<file path="src/rtl/jcnt_param_if.sv">
// ---------------------------------------------------------------------------
// jcnt_param_if
//   Control/status bundle for the parametrised Johnson counter.
//   master modport : drives en/dir/clr/load/load_idx, observes counter outputs
//   slave  modport : the counter itself
//   Signals:
//     en        advance one state this cycle
//     dir       0 = forward (index +1), 1 = reverse (index -1)
//     clr       synchronous clear to state 0
//     load      synchronous load of state load_idx
//     load_idx  state index to load (IW bits)
//     q         Johnson code (WIDTH bits, registered)
//     idx       binary index of q, 0 when q is illegal
//     dec       one-hot of idx (N bits), all-zero when q is illegal
//     wrap      one-cycle pulse on an N-1 <-> 0 step
//     err       one-cycle pulse on illegal q or out-of-range load_idx
// ---------------------------------------------------------------------------
interface jcnt_param_if #(
  parameter int WIDTH = 4
);
  localparam int N  = 2 * WIDTH;
  localparam int IW = $clog2(N);

  logic          en;
  logic          dir;
  logic          clr;
  logic          load;
  logic [IW-1:0] load_idx;
  logic [WIDTH-1:0] q;
  logic [IW-1:0] idx;
  logic [N-1:0]  dec;
  logic          wrap;
  logic          err;

  modport master (
    output en, dir, clr, load, load_idx,
    input  q, idx, dec, wrap, err
  );

  modport slave (
    input  en, dir, clr, load, load_idx,
    output q, idx, dec, wrap, err
  );
endinterface

</file>
<file path="src/rtl/jcnt_param.sv">
// ---------------------------------------------------------------------------
// jcnt_param
//   Parametrised Johnson (twisted-ring) counter with 2*WIDTH states.
//   Supports enable, up/down direction, synchronous clear, indexed load,
//   illegal-state detection (optionally self-correcting to state 0) and
//   binary / one-hot decode of the current state.
//   Ports:
//     clk   rising-edge clock
//     rst   asynchronous, active-low reset
//     bus   jcnt_param_if slave modport (controls in, q/idx/dec/wrap/err out)
//   Parameters:
//     WIDTH         ring length in flops (>= 2); state count N = 2*WIDTH
//     SELF_CORRECT  1: an illegal q is forced to 0 on the next edge
//                   0: an illegal q is held and flagged every cycle
// ---------------------------------------------------------------------------
module jcnt_param #(
  parameter int WIDTH        = 4,
  parameter bit SELF_CORRECT = 1'b1
) (
  input  logic clk,
  input  logic rst,
  jcnt_param_if.slave bus
);
  localparam int N   = 2 * WIDTH;
  localparam int IW  = $clog2(N);
  localparam int IW1 = IW + 1;

  // Johnson code of state k: k in 1..WIDTH fills from the top,
  // k in WIDTH+1..N-1 leaves the low N-k bits set.
  function automatic logic [WIDTH-1:0] code_f(input int k);
    logic [WIDTH-1:0] c;
    c = '0;
    for (int i = 0; i < WIDTH; i++) begin
      if (k <= WIDTH) c[i] = (i >= WIDTH - k);
      else            c[i] = (i < N - k);
    end
    return c;
  endfunction

  logic [WIDTH-1:0] q_q, q_d;
  logic             wrap_q, wrap_d;
  logic             err_q, err_d;

  logic [WIDTH-1:0] code_tbl [N];
  logic [N-1:0]     match;
  logic [IW-1:0]    idx_c;
  logic             legal;
  logic             load_ok;

  // One comparator per legal code; the codes are distinct so at most one
  // match bit is ever set, which makes match directly the one-hot decode.
  generate
    for (genvar gi = 0; gi < N; gi++) begin : g_code
      assign code_tbl[gi] = code_f(gi);
      assign match[gi]    = (q_q == code_tbl[gi]);
    end
  endgenerate

  always_comb begin
    idx_c = '0;
    for (int k = 0; k < N; k++) begin
      if (match[k]) idx_c = idx_c | IW'(k);
    end
  end

  assign legal   = |match;
  // Extra bit so the range check also works when N is a power of two.
  assign load_ok = ({1'b0, bus.load_idx} < IW1'(N));

  always_comb begin
    q_d    = q_q;
    wrap_d = 1'b0;
    err_d  = 1'b0;
    if (bus.clr) begin
      q_d = '0;
    end else if (bus.load) begin
      if (load_ok) q_d   = code_tbl[bus.load_idx];
      else         err_d = 1'b1;
    end else if (!legal) begin
      err_d = 1'b1;
      if (SELF_CORRECT) q_d = '0;
    end else if (bus.en) begin
      if (!bus.dir) begin
        q_d    = {~q_q[0], q_q[WIDTH-1:1]};
        wrap_d = (idx_c == IW'(N - 1));
      end else begin
        q_d    = {q_q[WIDTH-2:0], ~q_q[WIDTH-1]};
        wrap_d = (idx_c == '0);
      end
    end
  end

  always_ff @(posedge clk or negedge rst) begin
    if (!rst) begin
      q_q    <= '0;
      wrap_q <= 1'b0;
      err_q  <= 1'b0;
    end else begin
      q_q    <= q_d;
      wrap_q <= wrap_d;
      err_q  <= err_d;
    end
  end

  assign bus.q    = q_q;
  assign bus.idx  = idx_c;
  assign bus.dec  = match;
  assign bus.wrap = wrap_q;
  assign bus.err  = err_q;
endmodule
</file>
<file path="src/flat_wrapper.sv">
// flat-port wrapper written by rule: the top's interface ports become plain ports
module jcnt_param_flat 
#(
  parameter int WIDTH        = 4,
  parameter bit SELF_CORRECT = 1'b1
)
  (clk, rst, bus_en, bus_dir, bus_clr, bus_load, bus_load_idx, bus_q, bus_idx, bus_dec, bus_wrap, bus_err);
  jcnt_param_if #(.WIDTH(WIDTH)) bus_i ();
  input  logic clk;
  input  logic rst;
  input wire logic [$bits(bus_i.en)-1:0] bus_en;
  input wire logic [$bits(bus_i.dir)-1:0] bus_dir;
  input wire logic [$bits(bus_i.clr)-1:0] bus_clr;
  input wire logic [$bits(bus_i.load)-1:0] bus_load;
  input wire logic [$bits(bus_i.load_idx)-1:0] bus_load_idx;
  output wire logic [$bits(bus_i.q)-1:0] bus_q;
  output wire logic [$bits(bus_i.idx)-1:0] bus_idx;
  output wire logic [$bits(bus_i.dec)-1:0] bus_dec;
  output wire logic [$bits(bus_i.wrap)-1:0] bus_wrap;
  output wire logic [$bits(bus_i.err)-1:0] bus_err;
  assign bus_i.en = bus_en;
  assign bus_i.dir = bus_dir;
  assign bus_i.clr = bus_clr;
  assign bus_i.load = bus_load;
  assign bus_i.load_idx = bus_load_idx;
  assign bus_q = bus_i.q;
  assign bus_idx = bus_i.idx;
  assign bus_dec = bus_i.dec;
  assign bus_wrap = bus_i.wrap;
  assign bus_err = bus_i.err;
  jcnt_param #(.WIDTH(WIDTH), .SELF_CORRECT(SELF_CORRECT)) u_core (.clk(clk), .rst(rst), .bus(bus_i));
endmodule
</file>
<file path="config.mk">
export PLATFORM = sky130hd
export DESIGN_NAME = jcnt_param_flat
export DESIGN_NICKNAME = d
export VERILOG_FILES = /design/src/rtl/jcnt_param_if.sv /design/src/rtl/jcnt_param.sv /design/src/flat_wrapper.sv
export SDC_FILE = /design/constraint.sdc
export NUM_CORES = 1
export LEC_CHECK = 0
export CAP_MARGIN = 20
export CORE_MARGIN = 3
export CORE_UTILIZATION = 39
export CTS_CLUSTER_SIZE = 12
export DETAILED_ROUTE_END_ITERATION = 16
export PLACE_DENSITY = 0.82
export RECOVER_POWER = 25
export SLEW_MARGIN = 30
export SYNTH_ARGS = -nofsm -noshare
export SYNTH_HDL_FRONTEND = slang
export SYNTH_SLANG_ARGS = --single-unit
</file>
<file path="constraint.sdc">
create_clock -name clk -period 1.91 [get_ports clk]
set_input_delay 0.382 -clock clk [delete_from_list [all_inputs] [get_ports clk]]
set_output_delay 0.382 -clock clk [all_outputs]
set_load 0.02 [all_outputs]
</file>
==> run metrics, run 1 <==
pin count of the biggest net entering global routing 13; Post-CTS Setup Bufs 0; Hold WC Path Type in2async; required time worst endpoint 1530 ps; Tmin final about 1800 ps; core area 1350 µm²; Max Cap Viol 0; die width approximately 45 µm; critical path class reg2out; Iter 0 DRT Violations 6; detailed-route via count 627; Max Fanout on Critical Path 5; antenna violations before repair 0; measured slew at the worst slew-check pin 321 ps; area leader, netlist dfrtp_1; Post-synth EDFFs 0; fin. max-slew vios 0; total power 0.000530 W; DRC 0; Worst Skew ~8.5 ps; Sink Count 6; TritonCTS clock tree built; hold_ws about 440 ps; fmax 0.543 GHz; mean post-synth cell area 8.56 µm²; clk_lat worst skew 250 ps; asr flop ratio synth between 90% and 100%; Worst path max stage delay ~420 ps; hold_buf cts 0; total global routing track utilization between 10% and 20%; Max-slew headroom approximately 79%; Critical Path Sink Type output port; fin crit share between 90% and 100%; setup violators final 0; crit path cell chain or2_2 -> a21oi_1 -> dlygate4sd2_1; Port Buf Inserts 25; Routed WL 1700 µm; Layout Utilization between 60% and 70%; Area Overhead vs Synth 61.3%; RSZ-0062 raised after global routing no; GPL Wtd Cong about 0.9; synth top area cells dfrtp_1 (26%), mux2_1 (7.7%), xnor2_1 (6.0%); vias per inst 5.27; Max IR drop VDD 0.363 mV; initial core utilization 43.1%; n_diodes 0; Global Route met1 Usage 29.0%; primary flip-flop cell chosen by synthesis mapping dfrtp_1; Post-Synthesis Cells about 70; GRT Max-Usage Layer met1; post-synthesis sequential area ratio 25.8%; Warnings, synthesis 0; number of global-route vias before repair 600; Worst EP arrival between 1000 and 1500 ps; pwr/cell area approximately 560 nW/µm²; M3 GR Usage under 10%; LEAKAGE roughly 0.46 nW; Startpoint Class register; WL/cell about 14 µm; die height between 40 and 50 µm; Synth Cell Area 582 µm²; # fillers 116; Synth Register Bits 6; GR Util met2 between 20% and 30%; first-pass GRT wire length around 2800 µm; # H-tree levels 1; status finished, final reports clean; r2r startpoint u_core.bus.q[3]$_DFFE_PN0P_; GR Overflow Total 0; share of cells above drive strength 1 31.7%; Num CTS Buffers 3; Synth top area share 25.8%; CP max-delay cell dfrtp_1; Post-Syn Nets between 70 and 80; synth cell count leaders dfrtp_1 (6), nor3_1 (6); worst setup path startpoint u_core.bus.q[1]$_DFFE_PN0P_; Synth cell types 36; Die ar. 1990 µm²; Layout Nets approximately 120; post-route ant nets 0; Worst path top cell family by delay flip-flops; number of I/O pins 26; CTS max path bufs 2; first drt pass iteration count 4; root buffer cell clkbuf_4; HPWL after DPL approximately 1400 µm; Rows 13; Worst-path clk slew around 50 ps; worst path bufs/invs 1; Final Hold Fails 0
==> registers in the layout, summed over array words and instances, names as in the netlist <==
name / cells
u_core.bus.q: 4
u_core.bus.err: 1
u_core.bus.wrap: 1
==> cells by family (layout without fill, tap and decap cells) <==
logic type / Yosys count / after routing / share of synthesized area (%)
AND/OR/NAND/NOR: 27 / 27 / 28.0
AO/OA/AOI/OAI: 17 / 17 / 22.8
buffers and inverters: 9 / 45 / 7.96
flip-flops: 6 / 6 / 25.8
multiplexers: 5 / 5 / 9.46
XOR/XNOR: 4 / 4 / 6.02
==> stage by stage <==
step                cells  TNS [ps]  setup slack [ps]  instance area (µm²)
floorplan              68         0              12.3                  588
global placement      116     -18.2             -14.1                  931
detailed placement    116      -155              -107                  931
CTS                   119     -9.28             -6.87                  943
global route          119         0              1.19                  938
finish                119         0              68.6                  938
==> cell usage in the layout (no fill, tap or decap), drive strengths merged, types with 2 or more instances in the layout <==
master	netlist	final
a221oi	2	2
nor2	3	3
a21boi	3	3
a21oi	5	5
and3	2	2
mux2	4	4
or2	2	2
dlygate4sd2	0	6
clkdlybuf4s50	0	10
buf	5	16
xnor2	4	4
nor3b	2	2
dfrtp	6	6
nor3	6	6
inv	2	2
clkbuf	2	6
dlymetal6s2s	0	2
nand2	3	3
nor4b	2	2
dlygate4sd3	0	2
o21ai	3	3
==> path summary, 6_finish.rpt <==
| check | end | slack, ps | cells after the start |
|---|---|---|---|
| hold / removal | u_core.bus.q[1]$_DFFE_PN0P_ | 440 | 1 |
| setup / recovery | bus_idx[0] | 70 | 3 |
| setup reg to reg | u_core.bus.q[2]$_DFFE_PN0P_ | 250 | 5 |
| max in group asynchronous | u_core.bus.q[0]$_DFFE_PN0P_ | 1220 | 1 |
| hold reg to reg | u_core.bus.wrap$_DFF_PN0_ | 710 | 2 |
| min in group clk | u_core.bus.wrap$_DFF_PN0_ | 710 | 2 |
==> routing by layer <==
metal	up-vias	part of all wire, %
li1	321	-
met1	294	48
met2	12	48
met3	0	3.6
met4	0	0
met5	-	0
==> final cells by class <==
type | instances | area, µm² | area share, %
sequential | 6 | 153 | 16.3
tap | 15 | 18.8 | 2.00
clock buffer | 3 | 22.5 | 2.40
inverter | 2 | 7.51 | 0.800
timing repair buffer | 40 | 340 | 36.3
multi-input combinational | 53 | 397 | 42.3
==> report_power, final <==
part / leakage, nW / internal, W / switching, W
registers: 0.0767 / 0.000139 / 0.0000170
logic: 0.370 / 0.000127 / 0.000130
clock network: 0.0138 / 0.0000711 / 0.0000461
==> what timing repair did <==
item                                    in CTS  in global routing
gates resized for setup                     18                  9
cloned                                       0                  0
pin swaps                                    0                  0
hold endpoints to repair                     0                  0
endpoints found under the setup margin      12                  9
No activity file was read; power rests on OpenSTA's default activity.
==> inputs of run 2 (changes only) <==
clock period = 2.31 ns   (was 1.91 ns; I/O delays follow)
==> run 2 against run 1 <==
  * Global-route usage decreased by 2.9 points
  * Cell count is 10% lower
  * Critical path depth is the same
  * Sequential share of layout area grew 1.7 points
  * Combinational power shrank 30%
  * Register-to-register slack better by 410 ps
  * Flip-flop and latch count did not move
  * Final area decreased by 8.0%
  * Hold slack gained 79 ps
  * First-iteration DRC count grew 67%
  * Total power down 22%
  * Sequential power down 12%
  * Critical path type unchanged
  * Critical endpoint is now bus_dec[3]
  * Largest cell class unchanged
  * Highest routed layer unchanged
==> run metrics, run 2 (synthesis gave the netlist of run 1 again) <==
Startpoint Class register; total global routing track utilization 16.7%; hold_ws about 520 ps; antenna violations before repair 0; Max IR drop VDD 0.361 mV; GPL Wtd Cong 0.825; CTS max path bufs 2; Worst Slack Setup Final around 100 ps; LEAKAGE 0.371 nW; reg-to-reg endpoint u_core.bus.q[2]$_DFFE_PN0P_; Critical Path Sink Type output port; initial core utilization between 40% and 50%; WL/cell ~15 µm; Max Fanout on Critical Path 11; first-pass GRT wire length approximately 2400 µm; r2r startpoint u_core.bus.q[2]$_DFFE_PN0P_; Rows 13; setup TNS 0 ps; detailed-route via count between 500 and 600; Num CTS Buffers 3; Final Hold Fails 0; post-route ant nets 0; GR Overflow Total 0; Routed WL around 1600 µm; max reg flops 4; fin crit share between 90% and 100%; Register Area approximately 160 µm²; HPWL after DPL about 1200 µm; required time worst endpoint 1850 ps; Max-slew headroom between 70% and 80%; Reg2Reg Depth 4; Iter 0 DRT Violations 10; dpl ws around 160 ps; core area 1350 µm²; Sink Count 6; share of cells above drive strength 1 about a fifth; die height roughly 45 µm; status finished, final reports clean; Max Cap Viol 0; most frequent cells in the layout clkdlybuf4s50_1 (17), nor3_1 (5), dlygate4sd2_1 (5); Area Overhead vs Synth 48.4%; critical path class reg2out; Die ar. 1990 µm²; pin count of the biggest net entering global routing 16; Tmin final about 2200 ps; root buffer cell clkbuf_4; most common cell after layout, fill and taps aside clkdlybuf4s50_1; Post-CTS Setup Bufs 0; fin. max-slew vios 0; Post-DP Area approximately 830 µm²; Hold WC Path Type in2async; Worst Skew 4.05 ps; area of the multi-input gates between 300 and 400 µm²; # fillers between 100 and 150; number of I/O pins 26; measured slew at the worst slew-check pin ~400 ps; Worst-path clk slew approximately 50 ps; Worst EP arrival 1750 ps; fin area about 860 µm²; n_diodes 0; worst reg2reg setup slack around 660 ps; Port Buf Inserts 25; vias per inst about 5.5; clk_lat worst skew about 250 ps; fmax between 0.4 and 0.5 GHz; Layout Utilization between 60% and 70%; TritonCTS clock tree built; first drt pass iteration count 4; # H-tree levels 1; RSZ-0062 raised after global routing no; DRC 0; pwr/cell area 480 nW/µm²; Layout Nets 103; die width about 45 µm; number of global-route vias before repair between 500 and 600; setup violators final 0
run 2: layer usage:
layer | GRT usage, % | share of wire [%] | up-vias
li1 | - | - | 298
met1 | 22.5 | 45 | 271
met2 | 23.5 | 49 | 20
met3 | 6.10 | 6.3 | 0
met4 | 7.23 | 0 | 0
met5 | 0 | 0 | -
run 2: how the worst max path moves through the flow:
stage | start | to | slack [ps] | cells past startpoint
finish | u_core.bus.q[0]$_DFFE_PN0P_ | bus_dec[3] | 100 | 3
CTS | u_core.bus.q[0]$_DFFE_PN0P_ | bus_dec[5] | 4 | 3
floorplan | u_core.bus.q[0]$_DFFE_PN0P_ | bus_dec[1] | 250 | 3
detailed placement | u_core.bus.q[2]$_DFFE_PN0P_ | bus_idx[2] | 160 | 3
global placement | u_core.bus.q[2]$_DFFE_PN0P_ | bus_idx[2] | 200 | 3
global route | u_core.bus.q[2]$_DFFE_PN0P_ | bus_dec[3] | 4 | 3
run 2: critical path: stages, from the launching register on:
cell	delay [ps]
dfrtp_2	480
buf_4	200
nor3b_1	190
clkdlybuf4s50_1	640
run 2: area by class of cell:
class,count,area share [%]
Multi-Input combinational cell,53,45.2
Tap cell,15,2.17
Inverter,2,0.870
Timing Repair Buffer,28,31.2
Sequential cell,6,18.0
Clock buffer,3,2.61
run 2: where the power goes:
part | leakage, nW | total [W] | switching, W | internal, W
clock network | 0.0138 | 0.0000969 | 0.0000381 | 0.0000588
logic | 0.283 | 0.000181 | 0.0000920 | 0.0000891
registers | 0.0739 | 0.000137 | 0.0000216 | 0.000115
run 2: repair_timing:
action / in CTS / in global routing
endpoints found under the setup margin: 7 / 5
gates resized for setup: 6 / 5
hold buffers: 0 / 0
run 2: metrics by stage:
step / power (W) / instances
after floorplan: 0.000245 / 68
after global placement: 0.000322 / 104
after detailed placement: 0.000324 / 104
after CTS: 0.000421 / 107
after global routing: 0.000445 / 107
final: 0.000415 / 107
